$ cat src/rtl/msrv32_pkg.sv
// Shared constants for the msrv32 write-back stage: source-select codes,
// load funct3 encodings and the write-back FSM state type.
package msrv32_pkg;

    localparam logic [1:0] WB_SEL_ALU  = 2'b00;
    localparam logic [1:0] WB_SEL_LOAD = 2'b01;
    localparam logic [1:0] WB_SEL_IMM  = 2'b10;
    localparam logic [1:0] WB_SEL_PC4  = 2'b11;

    localparam logic [2:0] LB  = 3'b000;
    localparam logic [2:0] LH  = 3'b001;
    localparam logic [2:0] LW  = 3'b010;
    localparam logic [2:0] LBU = 3'b100;
    localparam logic [2:0] LHU = 3'b101;

    typedef enum logic [0:0] {IDLE = 1'b0, WAIT_ACK = 1'b1} wb_state_t;

endpackage

$ cat src/rtl/msrv32_wb_stage_if.sv
// Bundle of execute-side, data-memory and register-file signals of the
// write-back stage; master drives the stage inputs, slave is the stage.
interface msrv32_wb_stage_if #(
    parameter int WIDTH      = 32,
    parameter int ADDR_WIDTH = 5
);
    logic                  ex_valid_in;
    logic                  ex_ready_out;
    logic                  flush_in;
    logic [ADDR_WIDTH-1:0] rd_addr_in;
    logic                  rf_wr_en_in;
    logic [1:0]            wb_sel_in;
    logic [WIDTH-1:0]      alu_result_in;
    logic [WIDTH-1:0]      imm_in;
    logic [WIDTH-1:0]      pc_in;
    logic [2:0]            load_funct3_in;
    logic [WIDTH-1:0]      dm_rdata_in;
    logic                  dm_ack_in;
    logic [ADDR_WIDTH-1:0] rd_addr_out;
    logic [WIDTH-1:0]      rd_out;
    logic                  wr_en_out;
    logic                  stall_out;
    logic                  misaligned_out;

    modport master (
        output ex_valid_in, flush_in, rd_addr_in, rf_wr_en_in, wb_sel_in,
               alu_result_in, imm_in, pc_in, load_funct3_in, dm_rdata_in, dm_ack_in,
        input  ex_ready_out, rd_addr_out, rd_out, wr_en_out, stall_out, misaligned_out
    );

    modport slave (
        input  ex_valid_in, flush_in, rd_addr_in, rf_wr_en_in, wb_sel_in,
               alu_result_in, imm_in, pc_in, load_funct3_in, dm_rdata_in, dm_ack_in,
        output ex_ready_out, rd_addr_out, rd_out, wr_en_out, stall_out, misaligned_out
    );
endinterface

$ cat src/rtl/msrv32_load_align.sv
// Combinational load aligner: picks the byte/half/word at the given offset,
// sign- or zero-extends it, and flags accesses that are not naturally aligned.
module msrv32_load_align
    import msrv32_pkg::*;
#(
    parameter int WIDTH = 32
) (
    input  logic [2:0]       funct3,
    input  logic [1:0]       off,
    input  logic [WIDTH-1:0] rdata,
    output logic [WIDTH-1:0] aligned,
    output logic             misaligned
);

    logic [7:0]  byte_v;
    logic [15:0] half_v;

    always_comb begin
        byte_v = rdata[7:0];
        case (off)
            2'd0:    byte_v = rdata[7:0];
            2'd1:    byte_v = rdata[15:8];
            2'd2:    byte_v = rdata[23:16];
            default: byte_v = rdata[31:24];
        endcase
        half_v = off[1] ? rdata[31:16] : rdata[15:0];
    end

    always_comb begin
        aligned    = '0;
        misaligned = 1'b0;
        case (funct3)
            LB:  aligned = {{(WIDTH-8){byte_v[7]}}, byte_v};
            LBU: aligned = {{(WIDTH-8){1'b0}}, byte_v};
            LH: begin
                aligned    = {{(WIDTH-16){half_v[15]}}, half_v};
                misaligned = off[0];
            end
            LHU: begin
                aligned    = {{(WIDTH-16){1'b0}}, half_v};
                misaligned = off[0];
            end
            LW: begin
                aligned    = rdata;
                misaligned = (off != 2'd0);
            end
            default: aligned = '0;
        endcase
    end

endmodule

$ cat src/rtl/msrv32_wb_stage.sv
// Write-back stage feeding the integer register file. Build with
// MSRV32_WB_MISALIGN_TRAP_EN defined to suppress misaligned-load writes.
module msrv32_wb_stage
    import msrv32_pkg::*;
#(
    parameter int WIDTH      = 32,
    parameter int ADDR_WIDTH = 5
) (
    input  logic              msrv32_mp_clk_in,
    input  logic              msrv32_mp_rst_in,
    msrv32_wb_stage_if.slave  wb,
    output wb_state_t         state_dbg
);

    localparam logic [0:0] S_IDLE     = IDLE;
    localparam logic [0:0] S_WAIT_ACK = WAIT_ACK;

`ifdef MSRV32_WB_MISALIGN_TRAP_EN
    localparam bit TRAP_EN = 1'b1;
`else
    localparam bit TRAP_EN = 1'b0;
`endif

    logic [0:0]            state;
    logic [ADDR_WIDTH-1:0] cap_rd;
    logic                  cap_wen;
    logic [2:0]            cap_f3;
    logic [1:0]            cap_off;
    logic [ADDR_WIDTH-1:0] rd_addr_q;
    logic [WIDTH-1:0]      rd_q;
    logic                  wr_en_q;
    logic                  mis_q;
    logic [WIDTH-1:0]      src;
    logic [WIDTH-1:0]      aligned;
    logic                  misaligned;
    logic                  trap;

    // Handshake: a transfer happens on a rising edge where ex_valid_in and
    // ex_ready_out are both high; flush_in in the same cycle cancels it.
    assign wb.ex_ready_out   = (state == S_IDLE);
    assign wb.stall_out      = (state == S_WAIT_ACK);
    assign wb.rd_addr_out    = rd_addr_q;
    assign wb.rd_out         = rd_q;
    assign wb.wr_en_out      = wr_en_q;
    assign wb.misaligned_out = mis_q;
    assign state_dbg         = wb_state_t'(state);
    assign trap              = TRAP_EN && misaligned;

    always_comb begin
        src = wb.alu_result_in;
        case (wb.wb_sel_in)
            WB_SEL_IMM: src = wb.imm_in;
            WB_SEL_PC4: src = wb.pc_in + WIDTH'(4);
            default:    src = wb.alu_result_in;
        endcase
    end

    msrv32_load_align #(.WIDTH(WIDTH)) u_align (
        .funct3     (cap_f3),
        .off        (cap_off),
        .rdata      (wb.dm_rdata_in),
        .aligned    (aligned),
        .misaligned (misaligned)
    );

    always_ff @(posedge msrv32_mp_clk_in or negedge msrv32_mp_rst_in) begin
        if (!msrv32_mp_rst_in) begin
            state     <= S_IDLE;
            cap_rd    <= '0;
            cap_wen   <= 1'b0;
            cap_f3    <= '0;
            cap_off   <= '0;
            rd_addr_q <= '0;
            rd_q      <= '0;
            wr_en_q   <= 1'b0;
            mis_q     <= 1'b0;
        end else begin
            wr_en_q <= 1'b0;
            mis_q   <= 1'b0;
            case (state)
                S_IDLE: begin
                    if (wb.ex_valid_in && !wb.flush_in) begin
                        if (wb.wb_sel_in == WB_SEL_LOAD) begin
                            cap_rd  <= wb.rd_addr_in;
                            cap_wen <= wb.rf_wr_en_in;
                            cap_f3  <= wb.load_funct3_in;
                            cap_off <= wb.alu_result_in[1:0];
                            state   <= S_WAIT_ACK;
                        end else begin
                            rd_addr_q <= wb.rd_addr_in;
                            rd_q      <= src;
                            wr_en_q   <= wb.rf_wr_en_in && (wb.rd_addr_in != '0);
                        end
                    end
                end
                default: begin
                    if (wb.flush_in) begin
                        state <= S_IDLE;
                    end else if (wb.dm_ack_in) begin
                        state <= S_IDLE;
                        // A trapped load leaves the register-file outputs untouched.
                        if (trap) begin
                            mis_q <= 1'b1;
                        end else begin
                            rd_addr_q <= cap_rd;
                            rd_q      <= aligned;
                            wr_en_q   <= cap_wen && (cap_rd != '0);
                        end
                    end
                end
            endcase
        end
    end

endmodule
$ cat src/flat_wrapper.sv
// flat-port wrapper written by rule: the top's interface ports become plain ports
module msrv32_wb_stage_flat import msrv32_pkg::*;
#(
    parameter int WIDTH      = 32,
    parameter int ADDR_WIDTH = 5
)
  (msrv32_mp_clk_in, msrv32_mp_rst_in, state_dbg, wb_ex_valid_in, wb_flush_in, wb_rd_addr_in, wb_rf_wr_en_in, wb_wb_sel_in, wb_alu_result_in, wb_imm_in, wb_pc_in, wb_load_funct3_in, wb_dm_rdata_in, wb_dm_ack_in, wb_ex_ready_out, wb_rd_addr_out, wb_rd_out, wb_wr_en_out, wb_stall_out, wb_misaligned_out);
  msrv32_wb_stage_if #(.WIDTH(WIDTH), .ADDR_WIDTH(ADDR_WIDTH)) wb_i ();
  input  logic msrv32_mp_clk_in;
  input  logic msrv32_mp_rst_in;
  output wb_state_t state_dbg;
  input wire logic [$bits(wb_i.ex_valid_in)-1:0] wb_ex_valid_in;
  input wire logic [$bits(wb_i.flush_in)-1:0] wb_flush_in;
  input wire logic [$bits(wb_i.rd_addr_in)-1:0] wb_rd_addr_in;
  input wire logic [$bits(wb_i.rf_wr_en_in)-1:0] wb_rf_wr_en_in;
  input wire logic [$bits(wb_i.wb_sel_in)-1:0] wb_wb_sel_in;
  input wire logic [$bits(wb_i.alu_result_in)-1:0] wb_alu_result_in;
  input wire logic [$bits(wb_i.imm_in)-1:0] wb_imm_in;
  input wire logic [$bits(wb_i.pc_in)-1:0] wb_pc_in;
  input wire logic [$bits(wb_i.load_funct3_in)-1:0] wb_load_funct3_in;
  input wire logic [$bits(wb_i.dm_rdata_in)-1:0] wb_dm_rdata_in;
  input wire logic [$bits(wb_i.dm_ack_in)-1:0] wb_dm_ack_in;
  output wire logic [$bits(wb_i.ex_ready_out)-1:0] wb_ex_ready_out;
  output wire logic [$bits(wb_i.rd_addr_out)-1:0] wb_rd_addr_out;
  output wire logic [$bits(wb_i.rd_out)-1:0] wb_rd_out;
  output wire logic [$bits(wb_i.wr_en_out)-1:0] wb_wr_en_out;
  output wire logic [$bits(wb_i.stall_out)-1:0] wb_stall_out;
  output wire logic [$bits(wb_i.misaligned_out)-1:0] wb_misaligned_out;
  assign wb_i.ex_valid_in = wb_ex_valid_in;
  assign wb_i.flush_in = wb_flush_in;
  assign wb_i.rd_addr_in = wb_rd_addr_in;
  assign wb_i.rf_wr_en_in = wb_rf_wr_en_in;
  assign wb_i.wb_sel_in = wb_wb_sel_in;
  assign wb_i.alu_result_in = wb_alu_result_in;
  assign wb_i.imm_in = wb_imm_in;
  assign wb_i.pc_in = wb_pc_in;
  assign wb_i.load_funct3_in = wb_load_funct3_in;
  assign wb_i.dm_rdata_in = wb_dm_rdata_in;
  assign wb_i.dm_ack_in = wb_dm_ack_in;
  assign wb_ex_ready_out = wb_i.ex_ready_out;
  assign wb_rd_addr_out = wb_i.rd_addr_out;
  assign wb_rd_out = wb_i.rd_out;
  assign wb_wr_en_out = wb_i.wr_en_out;
  assign wb_stall_out = wb_i.stall_out;
  assign wb_misaligned_out = wb_i.misaligned_out;
  msrv32_wb_stage #(.WIDTH(WIDTH), .ADDR_WIDTH(ADDR_WIDTH)) u_core (.msrv32_mp_clk_in(msrv32_mp_clk_in), .msrv32_mp_rst_in(msrv32_mp_rst_in), .wb(wb_i), .state_dbg(state_dbg));
endmodule
$ cat config.mk
export PLATFORM = sky130hd
export DESIGN_NAME = msrv32_wb_stage_flat
export DESIGN_NICKNAME = d
export VERILOG_FILES = /design/src/rtl/msrv32_pkg.sv /design/src/rtl/msrv32_wb_stage_if.sv /design/src/rtl/msrv32_load_align.sv /design/src/rtl/msrv32_wb_stage.sv /design/src/flat_wrapper.sv
export SDC_FILE = /design/constraint.sdc
export NUM_CORES = 1
export LEC_CHECK = 0
export CORE_MARGIN = 1.5
export CORE_UTILIZATION = 45
export DETAILED_ROUTE_END_ITERATION = 12
export PLACE_DENSITY = 0.95
export SLEW_MARGIN = 20
export SYNTH_ARGS = -nofsm -noshare
export SYNTH_HDL_FRONTEND = slang
export SYNTH_SLANG_ARGS = --single-unit
$ cat constraint.sdc
create_clock -name msrv32_mp_clk_in -period 3.1 [get_ports msrv32_mp_clk_in]
set_clock_uncertainty 0.2 [all_clocks]
set_input_delay 0.465 -clock msrv32_mp_clk_in [delete_from_list [all_inputs] [get_ports msrv32_mp_clk_in]]
set_output_delay 0.465 -clock msrv32_mp_clk_in [all_outputs]
set_load 0.03 [all_outputs]
**Word level (Yosys, flattened, before mapping)**

Cells that the tools add are included.

- Logic and storage cells: 57
- Output and inout bits: 42
- Input port bits: 144
- Register bits after elaboration: 50

- Multiplexer cells: 24
- Add/sub/neg operators: 1
- Bitwise operators: 1
- Equality and inequality tests: 12
- Reduce and logical (&&, ||, !) cells: 11

Operators by type and width:

| operator | count |
|---|---|
| $mux W32 | 5 |
| $pmux W32 S5 | 1 |
| $pmux W32 S2 | 1 |
| $add A32 B3 Y32 const B | 1 |
| $mux W5 | 5 |
| $pmux W8 S3 | 1 |
| $mux W16 | 1 |
| $mux W1 | 10 |
| $reduce_bool A5 Y1 | 2 |
| $eq A2 B2 Y1 const B | 3 |
| $eq A3 B3 Y1 const B | 2 |
| $eq A2 B1 Y1 const B | 2 |
| $ne A2 B2 Y1 const B | 2 |
| $reduce_and A4 Y1 | 1 |
| $eq A3 B1 Y1 const B | 1 |
| $eq A3 B2 Y1 const B | 1 |
| $logic_and A1 B1 Y1 | 3 |
| $logic_not A3 Y1 | 1 |
| $reduce_and A3 Y1 | 1 |
| $logic_not A2 Y1 | 1 |
| $ne A2 B1 Y1 const B | 1 |
| $reduce_bool A2 Y1 | 1 |
| $logic_not A1 Y1 | 1 |
| $not A1 Y1 | 1 |

**Longest topological paths before layout**

- Word-level depth: 6
- Gate-level depth with buffers: 8
- Depth with buffers taken out: 6

**Cells and area by module**

Synthesis repeated with hierarchy kept, for this count alone.

- Cell total of the unflattened synthesis: 497
- Area, all modules: 4,216.5 µm²

By module, submodules not included:

| module | times used | area each (µm²) | cells an instance | seq. area each (µm²) |
|---|---|---|---|---|
| msrv32_wb_stage | 1 | 3,477.1 | 397 | 1,251.2 |
| msrv32_load_align | 1 | 739.5 | 100 | 0.0 |

**Least setup slack after synthesis**

Ideal clock, no wire load.

- Kind: in2reg
- From: in wb_wb_sel_in[1]
- To: reg u_core.rd_q[26], in the netlist u_core.wb.rd_out[26]
- Stages on the path: 7
- Path slack: 0.921 ns
- Arrival: 1.897 ns
- Buffers on the path: 2
- Library setup time: 0.082 ns
- Cell sequence: buf_2 > nand2_1 > clkbuf_1 > nor2_1 > or4b_2 > a31o_2 > a31oi_1

- Longest elaborated chain between the ends: 5
- Elaborated cells on any way between the ends: 9

RTL lines:

| item | line | RTL |
|---|---|---|
| from (decl) | flat_wrapper.sv:16 | `input wire logic [$bits(wb_i.wb_sel_in)-1:0] wb_wb_sel_in;` |
| $eq A2 B2 Y1 | msrv32_wb_stage.sv:51 | `case (wb.wb_sel_in)` |
| $pmux W32 S2 | msrv32_wb_stage.sv:51 |  |
| $mux W32 | msrv32_wb_stage.sv:83 | `if (wb.wb_sel_in == WB_SEL_LOAD) begin` |
| $mux W32 | msrv32_wb_stage.sv:82 | `if (wb.ex_valid_in && !wb.flush_in) begin` |
| $mux W32 | msrv32_wb_stage.sv:80 | `case (state)` |
| to (signal assigned) | msrv32_wb_stage.sv:91 | `rd_q <= src;` |
| to (signal assigned) | msrv32_wb_stage.sv:106 | `rd_q <= aligned;` |
| to (decl) | msrv32_wb_stage.sv:30 | `logic [WIDTH-1:0] rd_q;` |

Parallel ways exist; a longest one is shown, timed or not. The select of a mux whose other input is x is not followed.
A chain may end at the register's enable or synchronous reset.

**Worst setup path in the final report**

- From: in wb_pc_in[5]
- To: reg u_core.rd_q[30], in the netlist u_core.wb.rd_out[30]

- Longest elaborated chain between the ends: 5

RTL lines:

| item | line | RTL |
|---|---|---|
| from (decl) | flat_wrapper.sv:19 | `input wire logic [$bits(wb_i.pc_in)-1:0] wb_pc_in;` |
| $add A32 B3 Y32 | msrv32_wb_stage.sv:53 | `WB_SEL_PC4: src = wb.pc_in + WIDTH'(4);` |
| $pmux W32 S2 | msrv32_wb_stage.sv:51 |  |
| $mux W32 | msrv32_wb_stage.sv:83 |  |
| $mux W32 | msrv32_wb_stage.sv:82 |  |
| $mux W32 | msrv32_wb_stage.sv:80 |  |

No other way between the ends. The select of a mux whose other input is x is not followed.

==> impl_summary.txt <==
----------------------------------------------------
[Layout]
  Antenna cell count ... 0
  Synthesis-to-finish area growth ... 49.1%
  Nets@finish ... 826
  Fillers ... 745
  Share of final-layout standard cells stronger than drive strength 1 ... 10.6%
  Finished Cell Area ... 6340 sq um

[Logic synthesis]
  Sequential area share after synthesis ... 29.4%
  Mapped Nets ... 659
  Share of async-settable or async-resettable flops after synthesis ... 100%
  Post-synth EDFFs ... 0
  Combined area of all synthesized cells ... 4250 sq um
  Warnings, synthesis ... 0
  Mean post-synth cell area ... 8.27 sq um
  Number of instances in the synthesized netlist ... 514
  Post-synth cell types ... 60
  Predominant post-synthesis flop cell ... dfrtp_1
  Flip-flop and latch count after synthesis ... 50

[Power]
  Cell Pwr Density ... 427 nW/um^2
  Relative contribution of the clock network to total power ... 15.9%
  Internal power contribution ... 1.62 mW
  Switching part of the total ... 40.2%
  Combinational cell fraction of total power ... 49.7%
  Net switching power figure ... 1.09 mW
  Static Leak ... 2.27 nW
  VDD IR max ... 0.000191 V
  Sequential fraction of design power ... 34.5%

[Clock network]
  Clock transition at the register clock pins on the worst setup and hold paths after CTS ... 100 ps
  H-tree level count ... 2
  Clock insertion delay at the later pin of the skew report ... 320 ps
  Buffer levels on the longest clock path ... 2
  Buffer type at the clock tree root ... clkbuf_8
  TritonCTS clock tree ... done
  TritonCTS buffer count ... 5
  Number of sinks handled by clock tree synthesis ... 50

[Place]
  GP Congestion ... 0.991
  Count of input and output buffers ... 184
  Placed Area ... 6230 sq um
  Post-place setup slack ... 57.8 ps
  Half-perimeter wire length after placement ... 13.5 mm

[Drt]
  Detailed Route Iter0 Violations ... 563
  WL/cell ... 21.7 microns
  Antenna viol nets, final ... 0
  TritonRoute pass-1 iters ... 5
  DR vias ... 5206
  DRC Markers ... 0
  Ratio of routed vias to standard cells ... 6.56
  Total wire length after detailed routing ... 17.2 mm

[Setup path]
  Largest stage delay on the critical path ... 580 ps
  Worst setup path class ... input pin to register
  Sequence of cells on the critical path ... clkdlybuf4s50_1 -> and4_1 -> nand3_1 -> buf_4 -> or4b_1 -> a31o_2 -> a31oi_1
  Largest fanout on the critical path ... 7
  Critical Path AT ... 2810 ps
  Worst path bufs/invs ... 2
  Cells on worst reg2reg path ... 4
  Category of the worst setup path capture point ... register
  Crit start category ... input pin
  Logic depth of the worst setup path including buffers ... 7
  Required time of the critical path ... 3130 ps
  Top cell family by delay on the critical path ... simple AND/OR/NAND/NOR gates
  Max stage delay cell, worst path ... clkdlybuf4s50_1

[Timing]
  Final worst slack ... 326 ps
  Number of max-slew violations in the final report ... 0
  Final hold vios ... 0
  Final worst path period share ... 89.5%
  Time the worst path needs with I/O delays and setup ... 2770 ps
  Setup repair after global routing missed its margin ... false
  Final setup violation count ... 0
  Sum Neg Setup Slack ... 0 ps
  Fmax achieved ... 361 MHz
  Max_slew headroom ... 38.8%
  Slew at the pin closest to its max-slew limit ... 916 ps

[Global route]
  Pin count of the biggest net entering global routing ... 37
  Via count of the first global-routing pass ... 4844
  GRT Resource Usage Total ... 33.7%
  Number of antenna violations at the first check in global routing ... 0
  Global-route wire length before repair ... 26.2 mm
  Congestion Overflow GR ... 0

[Floorplanning]
  Die width ... 100 microns
  Top-level I/O count ... 186
  Die height ... 100 microns
  Placeable Area ... 9200 sq um
  Standard-cell row count ... 35
  Effective utilization at floorplan ... 46.2%
  Area of the die ... 10000 sq um

[Hold path]
  Path type of the worst min-delay path ... register to register
  Hold Path Stages ... 1

[Job]
  Total of max-cap violations ... 0

[Status]
  Status ... completed

----------------------------------------------------
## cell type report
class	instances	area [sq um]	area share, %
clock buffers	6	82.6	1.30
clock inverters	2	16.3	0.257
inverters	8	30.0	0.474
multi-input cells	405	2770	43.7
flip-flops and latches	50	1250	19.7
well taps	111	139	2.19
repair buffers	211	2050	32.3
## cell families after synthesis
group,share of synthesized area [%]
AO/OA/AOI/OAI,30.1
XOR/XNOR,1.44
adder cells (fa/ha/maj),0.294
buffers and inverters,5.68
flip-flops,29.4
multiplexers,10.8
other,0.0883
AND/OR/NAND/NOR,22.1
## registers in the layout, summed over array words and instances, names as in the netlist
name / count
u_core.cap_f3: 3
u_core.cap_off: 2
u_core.cap_rd: 5
u_core.cap_wen: 1
u_core.state_dbg: 1
u_core.wb.rd_addr_out: 5
u_core.wb.rd_out: 32
u_core.wb.wr_en_out: 1
## stage by stage
stage	hold WS (ps)	instances	total power, mW	utilization [%]
after global placement	276	784	2.24	67.7
after CTS	313	793	2.69	68.9
final	310	793	2.71	68.9
after floorplan	-30.6	514	1.63	-
after detailed placement	283	784	2.27	67.7
after global routing	326	793	2.82	68.9
## layout by cell type, fill, tap and decap left out, types with 8 or more instances in the layout
cell type,n
mux4_2,8
a31o_2,8
buf_4,25
clkdlybuf4s50_1,182
mux2i_1,12
nand2_1,36
nand3_1,15
mux2_2,14
nor2_1,44
a31oi_1,33
nand4_1,14
o21ai_0,32
and3_1,8
nor2b_1,19
a21oi_1,27
a21o_1,14
a222oi_1,8
inv_1,8
dfrtp_1,50
o21a_1,11
## routing by layer
| layer | global-route usage (%) | routed length (microns) | vias to the layer above |
|---|---|---|---|
| met3 | 5.85 | 1720 | 51 |
| li1 | - | - | 2322 |
| met1 | 46.7 | 7040 | 2459 |
| met5 | 0 | 0 | - |
| met2 | 52.0 | 7760 | 374 |
| met4 | 14.8 | 694 | 0 |
## cell usage after synthesis (8+ instances only)
| master | number | area, sq um |
|---|---|---|
| buf_2 | 10 | 50.1 |
| nand3_1 | 15 | 75.1 |
| a31oi_1 | 33 | 206 |
| o21ai_0 | 32 | 160 |
| mux2i_1 | 12 | 120 |
| clkbuf_1 | 35 | 131 |
| nor2b_1 | 19 | 119 |
| nand4_1 | 14 | 87.6 |
| a21oi_1 | 28 | 140 |
| a222oi_1 | 8 | 80.1 |
| mux4_2 | 8 | 180 |
| inv_1 | 8 | 30.0 |
| a31o_2 | 8 | 70.1 |
| nand2_1 | 36 | 135 |
| and3_1 | 8 | 50.1 |
| a21o_1 | 14 | 105 |
| o21a_1 | 11 | 82.6 |
| dfrtp_1 | 50 | 1250 |
| nor2_1 | 44 | 165 |
| mux2_2 | 14 | 158 |
## worst reg2reg max path, cell delays in order, from the launching register on
cell      delay, ps
dfrtp_1         760
o21bai_1        470
a222oi_1        700
o221ai_1        230
o21a_1          140
## worst paths after layout
check                                     from  slack [ps]              endpoint
max                                wb_pc_in[5]         330  u_core.wb.rd_out[30]
min                        u_core.wb.rd_out[2]         310   u_core.wb.rd_out[2]
max reg2reg                  u_core.cap_off[1]         510   u_core.wb.rd_out[0]
min reg2reg                u_core.wb.rd_out[2]         310   u_core.wb.rd_out[2]
max in group asynchronous     msrv32_mp_rst_in        1560   u_core.wb.rd_out[9]
min in group asynchronous     msrv32_mp_rst_in         470   u_core.wb.rd_out[2]
## power groups by stage
stage | sequential (mW) | clock, mW | combinational, mW
after CTS | 0.931 | 0.431 | 1.33
after floorplan | 1.09 | 0 | 0.546
after detailed placement | 0.943 | 0 | 1.32
final | 0.934 | 0.429 | 1.34
after global placement | 0.939 | 0 | 1.30
after global routing | 0.949 | 0.455 | 1.42
## timing repair
item	4_1_cts	5_1_grt
setup buffers	0	0
hold buffers	1	0
endpoints found under the hold margin	20	0
resized for setup	0	0
Power figures use the tool's default switching activity.
